[config.mk]
export PLATFORM = sky130hd
export DESIGN_NAME = iobus_interval_timer
export DESIGN_NICKNAME = d
export VERILOG_FILES = /design/src/rtl/otter_io_pkg.sv /design/src/rtl/tick_prescaler.sv /design/src/rtl/iobus_interval_timer.sv
export SDC_FILE = /design/constraint.sdc
export NUM_CORES = 1
export LEC_CHECK = 0
export ABC_AREA = 1
export CORE_MARGIN = 2
export CORE_UTILIZATION = 35
export CTS_CLUSTER_DIAMETER = 120
export DETAILED_ROUTE_END_ITERATION = 10
export PLACE_DENSITY = 0.64
export SLEW_MARGIN = 20
export SYNTH_ARGS = -nofsm -noshare
export SYNTH_HDL_FRONTEND = slang
export SYNTH_SLANG_ARGS = --single-unit
[constraint.sdc]
create_clock -name CLK -period 4.8 [get_ports CLK]
set_input_delay 0.48 -clock CLK [delete_from_list [all_inputs] [get_ports CLK]]
set_output_delay 0.48 -clock CLK [all_outputs]
set_load 0.01 [all_outputs]
[src/rtl/otter_io_pkg.sv]
// Shared IOBUS peripheral definitions: interval timer register offsets,
// CTRL bit positions and the timer state encoding.
package otter_io_pkg;

    localparam logic [3:0] TMR_CTRL_OFS   = 4'h0;
    localparam logic [3:0] TMR_RELOAD_OFS = 4'h4;
    localparam logic [3:0] TMR_COUNT_OFS  = 4'h8;
    localparam logic [3:0] TMR_STATUS_OFS = 4'hC;

    localparam int TMR_CTRL_W        = 3;
    localparam int TMR_CTRL_EN_BIT   = 0;
    localparam int TMR_CTRL_AUTO_BIT = 1;
    localparam int TMR_CTRL_IE_BIT   = 2;

    typedef enum logic {
        IDLE = 1'b0,
        RUN  = 1'b1
    } tmr_state_t;

    function automatic logic [31:0] tmr_addr(input logic [31:0] base, input logic [3:0] ofs);
        return base + {28'd0, ofs};
    endfunction

endpackage

[src/rtl/tick_prescaler.sv]
// Divides CLK down to a one-cycle tick every PRESCALE cycles while running.
// The phase counter restarts from zero on clear and rests at zero when stopped.
module tick_prescaler #(
    parameter int PRESCALE = 50
) (
    input  logic CLK,
    input  logic RESET,
    input  logic clear,
    input  logic run,
    output logic tick
);

    localparam int CW = (PRESCALE > 1) ? $clog2(PRESCALE) : 1;
    localparam logic [CW-1:0] LAST = CW'(PRESCALE - 1);

    logic [CW-1:0] r_cnt;

    always_ff @(posedge CLK or posedge RESET) begin
        if (RESET) begin
            r_cnt <= '0;
        end else if (clear || !run) begin
            r_cnt <= '0;
        end else if (r_cnt == LAST) begin
            r_cnt <= '0;
        end else begin
            r_cnt <= r_cnt + 1'b1;
        end
    end

    assign tick = run && !clear && (r_cnt == LAST);

endmodule

[src/rtl/iobus_interval_timer.sv]
// IOBUS interval timer: programmable reload down-counter in prescaled ticks,
// sticky PEND status and a registered one-cycle INTR pulse on expiry.
module iobus_interval_timer
    import otter_io_pkg::*;
#(
    parameter logic [31:0] BASE_AD  = 32'h11800000,
    parameter int          PRESCALE = 50
) (
    input  logic        CLK,
    input  logic        RESET,
    input  logic [31:0] IOBUS_ADDR,
    input  logic [31:0] IOBUS_OUT,
    input  logic        IOBUS_WR,
    output logic [31:0] IOBUS_RD_DATA,
    output logic        INTR,
    output tmr_state_t  o_dbg_state
);

    tmr_state_t r_state;
    tmr_state_t w_state_nx;

    logic [TMR_CTRL_W-1:0] r_ctrl;
    logic [31:0]           r_reload;
    logic [31:0]           r_count;
    logic                  r_pend;
    logic                  r_intr;

    logic w_sel_ctrl, w_sel_reload, w_sel_count, w_sel_status;
    logic w_wr_ctrl, w_wr_reload, w_wr_status;
    logic w_tick;
    logic w_load, w_expire, w_decrement;

    assign w_sel_ctrl   = (IOBUS_ADDR == tmr_addr(BASE_AD, TMR_CTRL_OFS));
    assign w_sel_reload = (IOBUS_ADDR == tmr_addr(BASE_AD, TMR_RELOAD_OFS));
    assign w_sel_count  = (IOBUS_ADDR == tmr_addr(BASE_AD, TMR_COUNT_OFS));
    assign w_sel_status = (IOBUS_ADDR == tmr_addr(BASE_AD, TMR_STATUS_OFS));

    assign w_wr_ctrl   = IOBUS_WR && w_sel_ctrl;
    assign w_wr_reload = IOBUS_WR && w_sel_reload;
    assign w_wr_status = IOBUS_WR && w_sel_status;

    tick_prescaler #(
        .PRESCALE(PRESCALE)
    ) u_prescaler (
        .CLK  (CLK),
        .RESET(RESET),
        .clear(w_wr_ctrl),
        .run  (r_state == RUN),
        .tick (w_tick)
    );

    always_ff @(posedge CLK or posedge RESET) begin
        if (RESET) begin
            r_state <= IDLE;
        end else begin
            r_state <= w_state_nx;
        end
    end

    // A CTRL write pre-empts any tick in the same cycle, so a restart or stop
    // on the expiry cycle produces neither PEND nor INTR.
    always_comb begin
        w_state_nx  = r_state;
        w_load      = 1'b0;
        w_expire    = 1'b0;
        w_decrement = 1'b0;
        case (r_state)
            IDLE: begin
                if (w_wr_ctrl && IOBUS_OUT[TMR_CTRL_EN_BIT]) begin
                    w_state_nx = RUN;
                    w_load     = 1'b1;
                end
            end
            RUN: begin
                if (w_wr_ctrl) begin
                    if (IOBUS_OUT[TMR_CTRL_EN_BIT]) begin
                        w_load = 1'b1;
                    end else begin
                        w_state_nx = IDLE;
                    end
                end else if (w_tick) begin
                    if (r_count == 32'd0) begin
                        w_expire = 1'b1;
                        if (!r_ctrl[TMR_CTRL_AUTO_BIT]) begin
                            w_state_nx = IDLE;
                        end
                    end else begin
                        w_decrement = 1'b1;
                    end
                end
            end
            default: w_state_nx = IDLE;
        endcase
    end

    always_ff @(posedge CLK or posedge RESET) begin
        if (RESET) begin
            r_ctrl   <= '0;
            r_reload <= '0;
            r_count  <= '0;
            r_pend   <= 1'b0;
            r_intr   <= 1'b0;
        end else begin
            r_intr <= w_expire && r_ctrl[TMR_CTRL_IE_BIT];

            if (w_wr_ctrl) begin
                r_ctrl <= IOBUS_OUT[TMR_CTRL_W-1:0];
            end else if (w_expire && !r_ctrl[TMR_CTRL_AUTO_BIT]) begin
                r_ctrl[TMR_CTRL_EN_BIT] <= 1'b0;
            end

            if (w_wr_reload) begin
                r_reload <= IOBUS_OUT;
            end

            // Reload samples the register before any same-cycle RELOAD write.
            if (w_load || (w_expire && r_ctrl[TMR_CTRL_AUTO_BIT])) begin
                r_count <= r_reload;
            end else if (w_decrement) begin
                r_count <= r_count - 32'd1;
            end

            if (w_expire) begin
                r_pend <= 1'b1;
            end else if (w_wr_status && IOBUS_OUT[0]) begin
                r_pend <= 1'b0;
            end
        end
    end

    always_comb begin
        IOBUS_RD_DATA = '0;
        if (w_sel_ctrl) begin
            IOBUS_RD_DATA = {{(32 - TMR_CTRL_W){1'b0}}, r_ctrl};
        end else if (w_sel_reload) begin
            IOBUS_RD_DATA = r_reload;
        end else if (w_sel_count) begin
            IOBUS_RD_DATA = r_count;
        end else if (w_sel_status) begin
            IOBUS_RD_DATA = {31'd0, r_pend};
        end
    end

    assign INTR        = r_intr;
    assign o_dbg_state = r_state;

endmodule

== Word level (Yosys, flattened, before mapping) ==
Index checks and enable logic that the tools add are counted.

* Bits of input ports: 67
* Output and inout port bits: 34
* Word-level logic and storage cells: 64
* Bits in registers: 76

* Bitwise operators: 1
* Muxes and demuxes: 29
* Equality and inequality tests: 5
* Add/sub/neg operators: 2
* Reduce and logical (&&, ||, !) cells: 19

{| class="wikitable"
|+ Operators with widths
! kind !! count
|-
| $mux 32 || 5
|-
| $eq 32x29->1 const B || 4
|-
| $logic_not 32->1 || 1
|-
| $sub 32x1->32 const B || 1
|-
| $mux 1 || 20
|-
| $mux 6 || 2
|-
| $logic_and 1x1->1 || 10
|-
| $add 6x1->6 const B || 1
|-
| $eq 6x6->1 const B || 1
|-
| $reduce_bool 2->1 || 3
|-
| $pmux 1 s2 || 2
|-
| $logic_not 1->1 || 3
|-
| $logic_or 1x1->1 || 2
|-
| $not 1->1 || 1
|}

== Longest topological paths before layout ==
Gate-level depths: netlist of run 1.

* Depth in word-level cells: 11
* Depth in mapped cells: 13

== Cells and area by module ==
Synthesis of run 1 repeated with hierarchy kept, for this count alone.

* Cells, all modules: 673
* Area total of the unflattened synthesis: 4996.0 um^2

{| class="wikitable"
|+ Modules (own cells, without submodules)
! module !! area an instance (um^2) !! times used !! cells an instance
|-
| iobus_interval_timer || 4675.7 || 1 || 636
|-
| tick_prescaler || 320.3 || 1 || 37
|}

== Least setup slack after synthesis of run 1 ==
Ideal clock, no wire load.

* Kind: input-to-output
* From: in IOBUS_ADDR[15]
* To: out IOBUS_RD_DATA[0]
* Path buffers: 1
* Arrival time: 1.742 ns
* Cell stages on the path: 8
* Setup slack: 2.578 ns
* Data required time: 4.320 ns
* Cell sequence: nor2_1 -> nand2_1 -> nor2_2 -> inv_2 -> nor3_4 -> clkbuf_1 -> nand3_1 -> a41oi_1

* Longest elaborated chain between the ends: 5

{| class="wikitable"
|+ RTL lines
! item !! line !! text
|-
| from (decl) || iobus_interval_timer.sv:11 || <nowiki>input logic [31:0] IOBUS_ADDR,</nowiki>
|-
| $eq 32x29->1 || iobus_interval_timer.sv:36 || <nowiki>assign w_sel_status = (IOBUS_ADDR == tmr_addr(BASE_AD, TMR_STATUS_OFS));</nowiki>
|-
| $mux 1 || iobus_interval_timer.sv:139 || <nowiki>end else if (w_sel_status) begin</nowiki>
|-
| $mux 32 || iobus_interval_timer.sv:137 || <nowiki>end else if (w_sel_count) begin</nowiki>
|-
| $mux 32 || iobus_interval_timer.sv:135 || <nowiki>end else if (w_sel_reload) begin</nowiki>
|-
| $mux 32 * || iobus_interval_timer.sv:133 || <nowiki>if (w_sel_ctrl) begin</nowiki>
|-
| to (decl) || iobus_interval_timer.sv:14 || <nowiki>output logic [31:0] IOBUS_RD_DATA,</nowiki>
|}

Mark *: on every way between the ends. The rest lies on a longest branch, timed or not.

== Worst setup path in the final report of run 1 ==
* From: in IOBUS_ADDR[28]
* To: out IOBUS_RD_DATA[2]

* Longest elaborated chain between the ends: 4

{| class="wikitable"
|+ RTL lines
! item !! line !! text
|-
| $eq 32x29->1 || iobus_interval_timer.sv:35 || <nowiki>assign w_sel_count = (IOBUS_ADDR == tmr_addr(BASE_AD, TMR_COUNT_OFS));</nowiki>
|-
| $mux 32 || iobus_interval_timer.sv:137 ||
|-
| $mux 32 || iobus_interval_timer.sv:135 ||
|-
| $mux 32 * || iobus_interval_timer.sv:133 ||
|}

Marked as above.

==> results of run 1 <==
[metrics by stage]
stage / total power [mW] / cells / util, % / worst slack, ps
after global placement: 0.734 / 883 / 44.7 / 1200
final: 1.43 / 899 / 47.0 / 1130
after CTS: 1.44 / 899 / 47.0 / 1130
after global routing: 1.47 / 899 / 47.0 / 900
after detailed placement: 0.736 / 883 / 44.7 / 1130
after floorplan: 0.671 / 628 / - / 2380
[power by group through the flow]
stage | sequential, mW | combinational [mW] | clock [mW]
floorplan | 0.652 | 0.0189 | 0
global placement | 0.652 | 0.0818 | 0
detailed placement | 0.652 | 0.0835 | 0
CTS | 0.641 | 0.0843 | 0.717
global route | 0.640 | 0.0904 | 0.742
finish | 0.641 | 0.0825 | 0.704
[path summary, 6_finish.rpt]
check	start	to	slack [ps]	cells past startpoint
worst max-delay path	IOBUS_ADDR[28]	IOBUS_RD_DATA[2]	1130	13
worst min-delay path	r_pend	r_pend	490	2
worst max register to register	u_prescaler.r_cnt[1]	r_count[4]	2160	9
worst min register to register	r_pend	r_pend	490	2
max in group asynchronous	RESET	r_reload[6]	3170	3
min in group asynchronous	RESET	r_reload[25]	590	2
[routing by layer]
metal / up-vias / wire, um
li1: 2278 / -
met1: 2234 / 6040
met2: 167 / 6320
met3: 18 / 995
met4: 0 / 216
met5: - / 0
[critical path, delay by kind of cell]
family | cells | cell delay, ps
compound gates | 1 | 80
simple gates | 7 | 1170
buf+inv | 5 | 1440
[cells by family (layout without fill, tap and decap cells)]
| logic type | count (synthesis) | in the layout |
|---|---|---|
| buf+inv | 72 | 167 |
| fa+ha+maj | 4 | 4 |
| compound gates | 17 | 17 |
| simple gates | 402 | 402 |
| flops | 76 | 76 |
| mux | 30 | 30 |
| xor+xnor | 27 | 27 |
[state kept, by name (all words and copies together), names as in the netlist]
name               flops
r_reload              32
INTR                   1
u_prescaler.r_cnt      6
r_pend                 1
r_count               32
o_dbg_state            1
r_ctrl                 3
[Yosys cell counts, types with 2 or more instances]
cell type,n,share of area (%)
nand3_1,111,12
ha_1,4,1.0
clkbuf_1,16,1.3
buf_4,2,0.31
nor4_1,5,0.66
nand4_1,39,5.1
or2_2,2,0.26
o21ai_0,14,1.5
nand2_1,142,11
nor2_1,85,6.7
nand3_2,2,0.42
nor3b_1,2,0.31
mux2_1,20,4.7
dfrtp_1,76,40
nor3_1,5,0.52
xnor2_1,12,2.2
mux2_4,6,1.9
mux2_2,4,0.94
inv_2,2,0.16
and2_1,2,0.26
inv_1,38,3.0
xor2_1,15,2.8
buf_2,13,1.4
[cell type report]
type	count	share of cell area [%]
sequential	76	30.4
tap	176	3.52
multi-input combinational	480	41.3
clock inverter	6	1.14
inverter	40	2.40
timing repair buffer	111	17.3
clock buffer	10	3.83
==> results.toml, run 1 <==
[outcome]
status = "completed"

[worst_hold_path]
hold_class = "reg -> reg"

[synth]
yosysUniqueCellTypes = 34
yosys.area_share.xor_xnor_pct = 4.96
synth-seq-cells = 76
synth_nets = 699
synth.avg_cell_area_sq_um = 7.59
yosysWarnings = 0
synth_top_family_by_area = "simple AND/OR/NAND/NOR gates"
synth_compound_area_share_pct = 1.94
synth_simple_gate_area_share_pct = 38.4
synthFlopType = "dfrtp_1"
synthesis.area_sq_um = 4770
syn_inst = 628
synth_edf_count = 0
synth-async-reset-ratio_pct = 100
synthAdderAreaFrac_pct = 1.05
synthMuxAreaShare_pct = 7.56
seq_area_frac_synth_pct = 39.9

[placement]
hpwlAfterDp_um = 9750
portBuffers = 100
placed_area_sq_um = 5940
gp_congestion = 0.942

[route]
vias = 4697
drc_errors = 0
wl_um = 13600
dr.pass1.iters = 6
ant_nets = 0
wl_per_cell_um = 15.1
drtIter0Drc = 396
vias_per_cell = 5.22

[clock_tree]
post_cts_buffers = 0
clockBufferDepth = 2
postCtsHoldBufs = 0
cts_root_buf = "clkbuf_16"
cts_buffers = 9
clock-sinks = 76
htreeDepth = 3
cts_tree = "yes"
path_clk_slew_ps = 60
clock_latency_ps = 350
cts.repair.resized = 0

[global_route]
grtUsageMet3_pct = 4.29
grt_max_degree = 43
busiest_layer = "met2"
antenna_found_initial = 0
grtUsageMet2_pct = 30.4
gr-total-overflow = 0
grt_pass1_vias = 4575
grt_use_total_pct = 18.9
use_met1_pct = 25.3
grt_pass1_wl_um = 22200

[setup_path]
worstPathRequired_ps = 4320
cpMaxStageDelayCell = "nor3_4"
worst_setup_path_start_kind = "primary input"
cp_cell_sequence = "clkdlybuf4s50_1 -> inv_1 -> nor2_1 -> nand2_1 -> nor2_1 -> nand2_1 -> nor3_4 -> buf_4 -> nand3_1 -> nand3_1 -> o21ai_0 -> inv_1 -> clkdlybuf4s50_1"
cp_data_arrival_time_ps = 3190
max_stage_delay_ps = 620
worstSetupPathType = "in -> out"
endpoint_kind = "output port"
cp_max_fo = 18

[die]
num_rows = 42
initial_core_util_pct = 35.9
die_h_um = 121
floorplan.die_area_sq_um = 14600
ioPinCount = 101
dieWidth_um = 121
core_area_sq_um = 13300

[timing]
period_minus_slack_ps = 3670
hold_violations = 0
clock_skew_ps = 7.31
rsz0062_at_grt = "no"
setup_viol = 0
relSlewSlack_pct = 47.5
drv_slew = 0
period_share_pct = 76.4
holdWs_ps = 490
tightestPinTransition_ps = 786
timing.setup.tns_ps = 0
max_freq_mhz = 273

[final_layout]
multi_input_area_sq_um = 2580
regArea_sq_um = 1900
finish.instance_area_sq_um = 6250
drive_gt1_share_pct = 6.78
num-nets-final = 789
n_fill_cell = 1318
area_growth_pct = 31.0
layout_common_cells = "nand2_1 (142), nand3_1 (111), clkdlybuf4s50_1 (100), nor2_1 (84), dfrtp_1 (76)"
diodes = 0
layout_commonest_cell = "nand2_1"

[pwr]
combPwrFrac_pct = 5.8
vdd.ir_drop.worst_v = 0.000120
swShare_pct = 22.0
switchingPower_uw = 315
power_frac_clock_pct = 49.3
power.density_nw_per_um2 = 229
p_seq_share_pct = 44.9
intPower_mw = 1.11
leakage_nw = 3.07

[run]
cap_viol_max_count = 0
Power figures use the tool's default switching activity.
==> run 2: changes to the inputs <==
Settings changed: PLACE_DENSITY 0.64 to 0.67.
Clock period 4.8 ns to 3.3 ns, I/O delays scaled along.
==> results.toml, run 2 (synthesis gave the netlist of run 1 again) <==
[outcome]
status = "completed"

[pwr]
vdd.ir_drop.worst_v = 0.000235
leakage_nw = 3.10
combPwrFrac_pct = 5.7
switchingPower_uw = 433
power.density_nw_per_um2 = 334
power_frac_clock_pct = 49.9
swShare_pct = 20.6
intPower_mw = 1.67
totalPowerFinal_mw = 2.10
p_seq_share_pct = 44.4

[clock_tree]
clock-sinks = 76
cts.repair.resized = 0
postCtsHoldBufs = 0
clock_latency_ps = 340
htreeDepth = 3
post_cts_buffers = 0
path_clk_slew_ps = 60
cts_tree = "yes"
cts_root_buf = "clkbuf_16"
clockBufferDepth = 2
cts_buffers = 9

[timing]
period_minus_slack_ps = 2870
clock_skew_ps = 8.48
drv_slew = 0
relSlewSlack_pct = 45.6
holdWs_ps = 457
period_share_pct = 86.9
setup_viol = 0
timing.setup.tns_ps = 0
tightestPinTransition_ps = 815
rsz0062_at_grt = "no"
hold_violations = 0
max_freq_mhz = 349

[setup_path]
worstPathRequired_ps = 2970
cp_top_family = "buffers and inverters"
ff2ff_path_depth = 10
crit_cells = 13
max_stage_delay_ps = 540
worstSetupPathType = "in -> out"
r2r-start = "r_count[10]"
path_buf_inv = 5
cp_max_fo = 19
worst_setup_path_start_kind = "primary input"
cp_data_arrival_time_ps = 2540
cpMaxStageDelayCell = "clkdlybuf4s50_1"
cp_cell_sequence = "clkdlybuf4s50_1 -> inv_1 -> nor2_1 -> nand2_1 -> nor2_1 -> nand2_1 -> nor3_4 -> buf_4 -> nand3_1 -> nand3_1 -> o21ai_0 -> inv_1 -> clkdlybuf4s50_1"
endpoint_kind = "output port"
cp-startpoint = "IOBUS_ADDR[28]"

[run]
cap_viol_max_count = 0

[final_layout]
diodes = 0
layout_commonest_cell = "nand2_1"
num-nets-final = 792
layout_common_cells = "nand2_1 (142), nand3_1 (111), clkdlybuf4s50_1 (100), nor2_1 (84), dfrtp_1 (76)"
top_regs = "r_count: 32 flops, r_reload: 32 flops, u_prescaler.r_cnt: 6 flops"
drive_gt1_share_pct = 7.16
instances_no_fill = 902
final_util_pct = 47.3
area_growth_pct = 31.9
n_fill_cell = 1323

[die]
initial_core_util_pct = 35.9
die_h_um = 121
floorplan.die_area_sq_um = 14600
num_rows = 42
dieWidth_um = 121
core_area_sq_um = 13300
ioPinCount = 101

[global_route]
grt_use_total_pct = 18.7
gr-total-overflow = 0
grt_pass1_wl_um = 22100
grt_max_degree = 41
grt_pass1_vias = 4581
antenna_found_initial = 0

[route]
dr.pass1.iters = 5
vias = 4638
wl_per_cell_um = 14.4
ant_nets = 0
wl_um = 13000
vias_per_cell = 5.14
drc_errors = 0
drtIter0Drc = 360

[placement]
gp_congestion = 0.937
hpwlAfterDp_um = 9240
placedCellCount = 886
portBuffers = 100

[worst_hold_path]
hold_class = "in -> async"
run 2: worst paths after layout:
path / end / slack (ps)
max in group asynchronous: r_count[26] / 2130
worst max register to register: r_count[30] / 970
worst min register to register: r_pend / 500
min in group CLK: r_pend / 500
worst max-delay path: IOBUS_RD_DATA[1] / 430
worst min-delay path: u_prescaler.r_cnt[5] / 460
run 2: area by class of cell:
class	instances	area [sq um]	share of cell area [%]
clock inverters	7	91.3	1.45
repair buffers	114	1120	17.8
well taps	176	220	3.50
multi-input cells	480	2580	41.0
clock buffers	9	225	3.58
flip-flops and latches	76	1900	30.2
inverters	40	150	2.39
run 2: through the flow:
stage	cell area (sq um)	setup slack, ps
after global routing	6290	239
after detailed placement	5970	429
after global placement	5970	462
final	6290	433
after floorplan	4770	1030
after CTS	6290	423
run 2: layer usage:
metal,global-route usage [%],wire length (um),vias to the layer above
li1,-,-,2295
met5,0,0,-
met1,25.5,5860,2161
met2,29.5,6050,165
met4,6.54,276,0
met3,3.58,764,17
run 2: power groups by stage:
stage	Clock (mW)	Combinational [mW]	Sequential (mW)
after floorplan	0	0.0274	0.949
after global routing	1.12	0.132	0.931
after CTS	1.07	0.122	0.932
after global placement	0	0.119	0.949
after detailed placement	0	0.122	0.949
final	1.05	0.120	0.932
run 2: worst reg2reg max path, stage by stage (launching register included):
cell	delay, ps
dfrtp_1	430
nor2_1	190
nand2_1	90
nor2_1	200
nand2_1	100
nor2_1	230
nand4_2	140
nand2_1	360
buf_4	340
nand2_1	90
nand3_1	90
==> run 3: changes to the inputs <==
==> constraint.sdc (replaced) <==
create_clock -name CLK -period 3.3 [get_ports CLK]
set_input_delay 0.825 -clock CLK [delete_from_list [all_inputs] [get_ports CLK]]
set_output_delay 0.825 -clock CLK [all_outputs]
set_load 0.01 [all_outputs]
==> results.toml, run 3 (synthesis gave the netlist of run 1 again) <==
[setup_path]
worstPathRequired_ps = 2470
endpoint_kind = "output port"
critPathCapture = "IOBUS_RD_DATA[2]"
regToRegSetupSlack_ps = 1040
r2r_end = "r_count[29]"
cp-startpoint = "IOBUS_ADDR[26]"
cp_max_fo = 4
worst_setup_path_start_kind = "primary input"
worstSetupPathType = "in -> out"
cp_data_arrival_time_ps = 2360
ff2ff_path_depth = 9
r2r-start = "r_count[0]"

[clock_tree]
clockBufferDepth = 2
cts_buffers = 9
cts_root_buf = "clkbuf_16"
clock_latency_ps = 350
path_clk_slew_ps = 60
cts_tree = "yes"
clock-sinks = 76
htreeDepth = 3

[pwr]
power.density_nw_per_um2 = 290
leakage_nw = 3.66
vdd.ir_drop.worst_v = 0.000354

[route]
dr.pass1.iters = 5
wl_per_cell_um = 15.4
ant_nets = 0
drtIter0Drc = 277
drc_errors = 0
vias_per_cell = 5.15
wl_um = 14700
vias = 4925

[global_route]
grt_max_degree = 77
antenna_found_initial = 0
grt_pass1_vias = 4959
gr-total-overflow = 0
grt_use_total_pct = 21.0
grt_pass1_wl_um = 24200

[timing]
max_freq_mhz = 314
tightestPinTransition_ps = 560
drv_slew = 0
hold_violations = 0
period_minus_slack_ps = 3180
setup_ws_ps = 115
period_share_pct = 96.5
setup_viol = 0
clock_skew_ps = 6.95
relSlewSlack_pct = 62.3

[die]
num_rows = 42
dieWidth_um = 121
floorplan.die_area_sq_um = 14600
initial_core_util_pct = 35.9
ioPinCount = 101
die_h_um = 121
core_area_sq_um = 13300

[placement]
portBuffers = 100
placedCellCount = 902
hpwlAfterDp_um = 9870
place_ws_ps = -481
gp_congestion = 0.922

[final_layout]
instances_no_fill = 956
layout_common_cells = "nand2_1 (139), nand3_1 (99), nor2_1 (79), dfrtp_1 (76), buf_4 (44)"
diodes = 0
num-nets-final = 846
drive_gt1_share_pct = 20.8
layout_commonest_cell = "nand2_1"
area_growth_pct = 42.8
top_regs = "r_count: 32 flops, r_reload: 32 flops, u_prescaler.r_cnt: 6 flops"

[outcome]
status = "completed"

[worst_hold_path]
hold_class = "reg -> reg"

[run]
cap_viol_max_count = 0
==> run 3: final cells by class <==
| class | instances | area (sq um) |
|---|---|---|
| clock buffers | 11 | 243 |
| fillers | 1257 | 6480 |
| inverters | 40 | 150 |
| clock inverters | 5 | 27.5 |
| repair buffers | 168 | 1580 |
| multi-input cells | 480 | 2690 |
| well taps | 176 | 220 |
| flip-flops and latches | 76 | 1900 |
==> run 3: stage by stage <==
step	util, %	total power [mW]	area [sq um]	setup TNS (ps)	hold WS, ps
after floorplan	-	0.976	4770	0	453
after global placement	46.1	1.07	6130	-14490	473
after detailed placement	46.1	1.08	6130	-14230	488
after CTS	50.3	2.00	6680	-248	496
after global routing	51.2	2.05	6810	-12.7	520
final	51.2	1.97	6810	0	499
==> run 3: power by group <==
| part | internal, mW | switching [mW] |
|---|---|---|
| sequential | 0.932 | 0.0000205 |
| clock | 0.524 | 0.386 |
| combinational | 0.0807 | 0.0505 |
| total | 1.54 | 0.436 |
==> run 3: timing repair <==
action | 4_1_cts | 5_1_grt
hold buffers | 0 | 0
resized for setup | 177 | 36
setup endpoints to repair | 32 | 33
cloned | 4 | 0
pin swaps | 27 | 28
buffers inserted | 32 | 4
==> run 3: metal layers <==
metal	track usage [%]	vias up	share of wire (%)
met4	5.01	0	1.6
met1	26.2	2359	43
met2	36.3	145	50
met5	0	-	0
li1	-	2399	-
met3	5.19	22	5.6
==> run 3: critical path, cell delays in order <==
cell	delay [ps]
dlygate4sd2_1	250
nor2_1	100
nand2_1	80
nor2_2	100
nand2_2	110
nor3_4	240
buf_6	160
buf_4	120
nand3_1	60
nand3_1	90
o21ai_1	70
inv_1	60
buf_6	100
==> run 3: worst min-delay path by stage <==
stage	start	end	slack, ps	depth (start not counted)
after floorplan	r_pend	r_pend	450	2
after global placement	u_prescaler.r_cnt[0]	u_prescaler.r_cnt[0]	470	1
after detailed placement	u_prescaler.r_cnt[0]	u_prescaler.r_cnt[0]	490	1
after CTS	u_prescaler.r_cnt[0]	u_prescaler.r_cnt[0]	500	1
after global routing	u_prescaler.r_cnt[0]	u_prescaler.r_cnt[0]	520	1
final	u_prescaler.r_cnt[0]	u_prescaler.r_cnt[0]	500	1
